$ cat src/rtl/uart_loader.sv
// UART boot loader: receives a little-endian length header plus instruction words and writes them to memory.
// Define LOADER_CHECKSUM_EN to require a 32-bit additive checksum after the image before the CPU is released.
module uart_loader #(
    parameter int CLKS_PER_BIT = 868,
    parameter int MAX_WORDS    = 1024
) (
    input  logic        CLK100MHZ,
    input  logic        ck_rst,
    input  logic        uart_txd_in,
    output logic        wr_en,
    output logic [31:0] wr_addr,
    output logic [31:0] wr_data,
    output logic        cpu_run,
    output logic        busy,
    output logic        err
);

    localparam int              CW        = $clog2(CLKS_PER_BIT + 1);
    localparam logic [CW-1:0]   BIT_LAST  = CW'(CLKS_PER_BIT - 1);
    localparam logic [CW-1:0]   HALF_LAST = CW'(CLKS_PER_BIT / 2 - 1);
    localparam logic [31:0]     MAX_W     = 32'(MAX_WORDS);

    typedef enum logic [1:0] {RX_IDLE, RX_START, RX_DATA, RX_STOP} rx_state_t;
`ifdef LOADER_CHECKSUM_EN
    typedef enum logic [2:0] {IDLE, LEN, DATA, SUM, RUN, ERROR} state_t;
`else
    typedef enum logic [2:0] {IDLE, LEN, DATA, RUN, ERROR} state_t;
`endif

    logic          r_sync1;
    logic          r_sync2;
    rx_state_t     r_rxState;
    logic [CW-1:0] r_clkCnt;
    logic [2:0]    r_bitIdx;
    logic [7:0]    r_shift;

    state_t        r_state;
    logic [1:0]    r_byteCnt;
    logic [31:0]   r_word;
    logic [31:0]   r_len;
    logic [29:0]   r_wordIdx;
    logic          r_wrEn;
    logic [31:0]   r_wrAddr;
    logic [31:0]   r_wrData;
    logic          r_cpuRun;
    logic          r_busy;
    logic          r_err;
`ifdef LOADER_CHECKSUM_EN
    logic [31:0]   r_sum;
`endif

    logic          w_bitTick;
    logic          w_byteValid;
    logic          w_frameErr;
    logic [31:0]   w_fullWord;

    // The serial line is asynchronous; it idles high so the synchronizer resets to 1.
    always_ff @(posedge CLK100MHZ or negedge ck_rst) begin
        if (!ck_rst) begin
            r_sync1 <= 1'b1;
            r_sync2 <= 1'b1;
        end else begin
            r_sync1 <= uart_txd_in;
            r_sync2 <= r_sync1;
        end
    end

    assign w_bitTick   = (r_clkCnt == BIT_LAST);
    assign w_byteValid = (r_rxState == RX_STOP) && w_bitTick && r_sync2;
    assign w_frameErr  = (r_rxState == RX_STOP) && w_bitTick && !r_sync2;
    assign w_fullWord  = {r_shift, r_word[23:0]};

    always_ff @(posedge CLK100MHZ or negedge ck_rst) begin
        if (!ck_rst) begin
            r_rxState <= RX_IDLE;
            r_clkCnt  <= '0;
            r_bitIdx  <= '0;
            r_shift   <= '0;
        end else begin
            case (r_rxState)
                RX_IDLE: begin
                    r_clkCnt <= '0;
                    if (!r_sync2)
                        r_rxState <= RX_START;
                end
                // Half a bit into the start bit: a high line means it was only a glitch.
                RX_START: begin
                    if (r_clkCnt == HALF_LAST) begin
                        r_clkCnt  <= '0;
                        r_bitIdx  <= '0;
                        r_rxState <= r_sync2 ? RX_IDLE : RX_DATA;
                    end else begin
                        r_clkCnt <= r_clkCnt + 1'b1;
                    end
                end
                RX_DATA: begin
                    if (w_bitTick) begin
                        r_clkCnt <= '0;
                        r_shift  <= {r_sync2, r_shift[7:1]};
                        r_bitIdx <= r_bitIdx + 3'd1;
                        if (r_bitIdx == 3'd7)
                            r_rxState <= RX_STOP;
                    end else begin
                        r_clkCnt <= r_clkCnt + 1'b1;
                    end
                end
                RX_STOP: begin
                    if (w_bitTick) begin
                        r_clkCnt  <= '0;
                        r_rxState <= RX_IDLE;
                    end else begin
                        r_clkCnt <= r_clkCnt + 1'b1;
                    end
                end
                default: r_rxState <= RX_IDLE;
            endcase
        end
    end

    // Byte k of every header/data/checksum word lands in bits [8k+7:8k].
    always_ff @(posedge CLK100MHZ or negedge ck_rst) begin
        if (!ck_rst) begin
            r_state   <= IDLE;
            r_byteCnt <= '0;
            r_word    <= '0;
            r_len     <= '0;
            r_wordIdx <= '0;
            r_wrEn    <= 1'b0;
            r_wrAddr  <= '0;
            r_wrData  <= '0;
            r_cpuRun  <= 1'b0;
            r_busy    <= 1'b0;
            r_err     <= 1'b0;
`ifdef LOADER_CHECKSUM_EN
            r_sum     <= '0;
`endif
        end else begin
            r_wrEn <= 1'b0;
            if (w_frameErr && (r_state != RUN)) begin
                r_state  <= ERROR;
                r_err    <= 1'b1;
                r_busy   <= 1'b0;
                r_cpuRun <= 1'b0;
            end else if (w_byteValid && (r_state != RUN) && (r_state != ERROR)) begin
                r_byteCnt <= r_byteCnt + 2'd1;
                r_word[{r_byteCnt, 3'b000} +: 8] <= r_shift;
                case (r_state)
                    IDLE: begin
                        r_state <= LEN;
                        r_busy  <= 1'b1;
                    end
                    LEN: begin
                        if (r_byteCnt == 2'd3) begin
                            r_len     <= w_fullWord;
                            r_wordIdx <= '0;
                            if (w_fullWord == 32'd0) begin
`ifdef LOADER_CHECKSUM_EN
                                r_state  <= SUM;
`else
                                r_state  <= RUN;
                                r_busy   <= 1'b0;
                                r_cpuRun <= 1'b1;
`endif
                            end else if (w_fullWord > MAX_W) begin
                                r_state <= ERROR;
                                r_busy  <= 1'b0;
                                r_err   <= 1'b1;
                            end else begin
                                r_state <= DATA;
                            end
                        end
                    end
                    DATA: begin
                        if (r_byteCnt == 2'd3) begin
                            r_wrEn    <= 1'b1;
                            r_wrAddr  <= {r_wordIdx, 2'b00};
                            r_wrData  <= w_fullWord;
                            r_wordIdx <= r_wordIdx + 30'd1;
`ifdef LOADER_CHECKSUM_EN
                            r_sum     <= r_sum + w_fullWord;
`endif
                            if ({2'b00, r_wordIdx} == r_len - 32'd1) begin
`ifdef LOADER_CHECKSUM_EN
                                r_state  <= SUM;
`else
                                r_state  <= RUN;
                                r_busy   <= 1'b0;
                                r_cpuRun <= 1'b1;
`endif
                            end
                        end
                    end
`ifdef LOADER_CHECKSUM_EN
                    SUM: begin
                        if (r_byteCnt == 2'd3) begin
                            r_busy <= 1'b0;
                            if (w_fullWord == r_sum) begin
                                r_state  <= RUN;
                                r_cpuRun <= 1'b1;
                            end else begin
                                r_state <= ERROR;
                                r_err   <= 1'b1;
                            end
                        end
                    end
`endif
                    default: r_state <= r_state;
                endcase
            end
        end
    end

    assign wr_en   = r_wrEn;
    assign wr_addr = r_wrAddr;
    assign wr_data = r_wrData;
    assign cpu_run = r_cpuRun;
    assign busy    = r_busy;
    assign err     = r_err;

endmodule

$ cat config.mk
export PLATFORM = sky130hd
export DESIGN_NAME = uart_loader
export DESIGN_NICKNAME = d
export VERILOG_FILES = /design/src/rtl/uart_loader.sv
export SDC_FILE = /design/constraint.sdc
export NUM_CORES = 1
export LEC_CHECK = 0
export CORE_ASPECT_RATIO = 1.1
export CORE_MARGIN = 2
export CORE_UTILIZATION = 25
export DETAILED_ROUTE_END_ITERATION = 6
export GPL_ROUTABILITY_DRIVEN = 0
export REMOVE_ABC_BUFFERS = 1
export SLEW_MARGIN = 20
export SYNTH_ARGS = -nofsm -noshare
export SYNTH_HDL_FRONTEND = slang
export SYNTH_SLANG_ARGS = --single-unit
$ cat constraint.sdc
create_clock -name CLK100MHZ -period 4.4 [get_ports CLK100MHZ]
set_clock_uncertainty 0.15 [all_clocks]
set_input_delay 0.44 -clock CLK100MHZ [delete_from_list [all_inputs] [get_ports CLK100MHZ]]
set_output_delay 0.44 -clock CLK100MHZ [all_outputs]
set_load 0.01 [all_outputs]
==> flow_summary.yaml <==
critical_path:
  cp-start-kind: "flop"
  regToRegEndpoint: "r_len[16]"
  crit_top_cell: "nand2_1"
  critical_path.cell_chain: "or3b_2 -> nor4b_4 -> nand2_1 -> nor2_1 -> and3_2 -> buf_12 -> nand2_1 -> nand2_1"
  crit_required_ns: 4.62
  reg2reg_slack_ns: 0.92
  path_max_fanout: 31
  r2r_start: "r_clkCnt[3]"
  worstPathArrival_ns: 3.70
  path_class: "reg -> reg"
  slowest_stage: "and3_2"
  crit_path_end_kind: "flop"
  reg2reg_depth: 8
  cp_slowest_stage_delay_ns: 0.69
synth:
  synth_top_area_share_pct: 51.3
  ys_ff_latch: 182
  synthCells: 876
  synth_most_common_cell: "nand2_1"
  synth.distinct_cells: 65
  ys_async_sr_fraction_pct: 100
  synth_common_cells: "nand2_1, dfrtp_1, mux2_2, nor2_1, o21ai_0"
  syn_area_per_cell_sq_um: 10.0
  yosys.area.top_type: "dfrtp_1"
  ys_top_cells_by_area: "dfrtp_1, nand2_1, mux2_2"
  synth_seq_area_share_pct: 51.9
  syn_area_sq_um: 8790
  ys_dominant_reg_cell: "dfrtp_1"
  yosysWarnings: 0
  synth-edff-count: 0
floorplanning:
  die_h_um: 201
  ios: 71
  die_width_um: 183
  coreArea_sq_um: 34900
  die_area_sq_um: 36700
  num_rows: 72
  initial_core_util_pct: 25.2
clocking:
  clockRootBuffer: "clkbuf_16"
  clk_path_buf_depth: 2
  clk_latency_ns: 0.43
  cts-buffers-inserted: 17
  cts_hold_buf: 0
  cts_tree: "yes"
  ctsResizeCount: 0
  numClockSinks: 182
  htree_levels: 4
  clk_pin_slew_ns: 0.07
  post_cts_buffers: 0
global_routing:
  grt_max_degree: 120
  grt_usage_pct: 11.9
  antenna_found_initial: 0
  grt_pass1_wl_um: 34700
  grt-ovfl-total: 0
  grt_pass1_vias: 6344
drt:
  routedWlPerCell_um: 15.2
  antenna_left: 0
  vias_per_cell: 4.59
  vias: 6360
  post-route-drc-count: 0
  first_iter_violations: 455
  drt-total-wl_um: 21100
  firstDrtPassIters: 6
sta:
  post-route-period-util_pct: 79.0
  hold_viol: 0
  setup_viol: 0
  period_needed_ns: 3.48
  maxSlewHeadroom_pct: 29.9
  hold_ws_ns: 0.00836
  rsz0062_at_grt: "no"
  setup_tns_ns: 0
  slew_violations: 0
  fmax_mhz: 288
  worst_pin_slew_ns: 1.05
  fin_ws_ns: 0.923
place:
  place_ws_ns: 0.942
  dpl.cell_count: 1355
  dp_hpwl_um: 15300
  port_buffers: 68
layout:
  nNetsFinal: 944
  n_fill_cell: 3566
  synthToLayoutAreaGrowth_pct: 19.6
  final_util_pct: 30.1
  fin_cells: 1387
  antennaDiodeCount: 0
  drive_above_1_share_pct: 13.1
pwr:
  p_leak_nw: 4.90
  peakVddDrop_mv: 0.263
  power_density_nw_per_um2: 305
min_path:
  min_path_type: "in -> async"
status:
  outcome: "completed"
flow_run:
  cap_viol_max_count: 0
## cells by family (layout without fill, tap and decap cells)
kind of cell / after synthesis / in the layout / synth area share, %
AOI/OAI and AO/OA: 89 / 89 / 6.41
xor gates and xnor gates: 66 / 66 / 6.58
adders and majority gates: 11 / 11 / 1.57
buffers and inverters: 57 / 123 / 2.76
DFF: 182 / 182 / 51.9
muxes: 72 / 72 / 9.11
other: 1 / 2 / 0.0427
and+or+nand+nor: 398 / 398 / 21.7
## state kept, by name, summed over array words and instances (netlist names), named ones only
name       count
cpu_run        1
wr_data       32
wr_en          1
r_clkCnt      10
busy           1
r_len         32
r_state        3
err            1
wr_addr       30
r_rxState      1
r_sync2        1
r_wordIdx     30
r_byteCnt      2
r_sync1        1
r_shift        8
r_bitIdx       3
r_word        24
## where the power goes
group / switching (mW) / internal [mW] / leakage, nW / total [mW]
combinational: 0.0329 / 0.00410 / 2.10 / 0.0370
sequential: 0.00136 / 1.67 / 2.52 / 1.68
clock: 0.695 / 0.801 / 0.281 / 1.50
## metrics by stage
step / cell area (sq um) / total power, mW
final: 10500 / 3.21
after global routing: 10500 / 3.32
after detailed placement: 9940 / 1.75
after floorplan: 8600 / 1.71
after global placement: 9940 / 1.75
after CTS: 10500 / 3.25
## worst max path at each step
| stage | to | cells past startpoint | from | slack, ns |
|---|---|---|---|---|
| global route | r_wordIdx[29] | 9 | r_clkCnt[3] | 0.68 |
| global placement | r_wordIdx[29] | 9 | r_clkCnt[3] | 1.02 |
| finish | r_len[16] | 8 | r_clkCnt[3] | 0.92 |
| floorplan | wr_addr[10] | 6 | r_clkCnt[3] | 0.25 |
| CTS | r_wordIdx[29] | 9 | r_clkCnt[3] | 0.92 |
| detailed placement | r_wordIdx[27] | 9 | r_clkCnt[3] | 0.94 |
## cell type report
class / instances / area, sq um / area share (%)
Sequential cell: 182 / 4560 / 43.4
Clock inverter: 13 / 141 / 1.35
Multi-Input combinational cell: 638 / 3990 / 38.0
Clock buffer: 19 / 433 / 4.12
Timing Repair Buffer: 77 / 777 / 7.39
Inverter: 14 / 52.6 / 0.500
Tap cell: 444 / 556 / 5.29
## cells in the final DEF, fill, tap and decap left out, types with 8 or more instances in the layout
| cell type | n |
|---|---|
| o21ai_0 | 47 |
| ha_1 | 11 |
| inv_1 | 13 |
| xor2_1 | 36 |
| or4_1 | 10 |
| mux2_2 | 64 |
| a21oi_1 | 10 |
| nand2_1 | 199 |
| xnor2_1 | 30 |
| nor2_1 | 64 |
| clkdlybuf4s50_1 | 67 |
| nor2b_1 | 8 |
| or3_1 | 8 |
| nand3_1 | 21 |
| nor4_1 | 11 |
| dfrtp_1 | 180 |
| nor3_1 | 17 |
| clkbuf_16 | 17 |
| nand4_1 | 15 |
| mux2i_1 | 8 |
| nor3b_1 | 8 |
## worst max-delay path: cells and delay by family (launching register included)
family	cells	cell delay [ns]
and+or+nand+nor	7	2.56
DFF	1	0.42
buffers and inverters	1	0.27
## metal layers
metal  GRT usage, %  wire (um)
met3           2.70        936
met1           15.2       9510
met4           4.06        450
met2           19.7      10200
met5              0          0
Power figures use the tool's default switching activity.
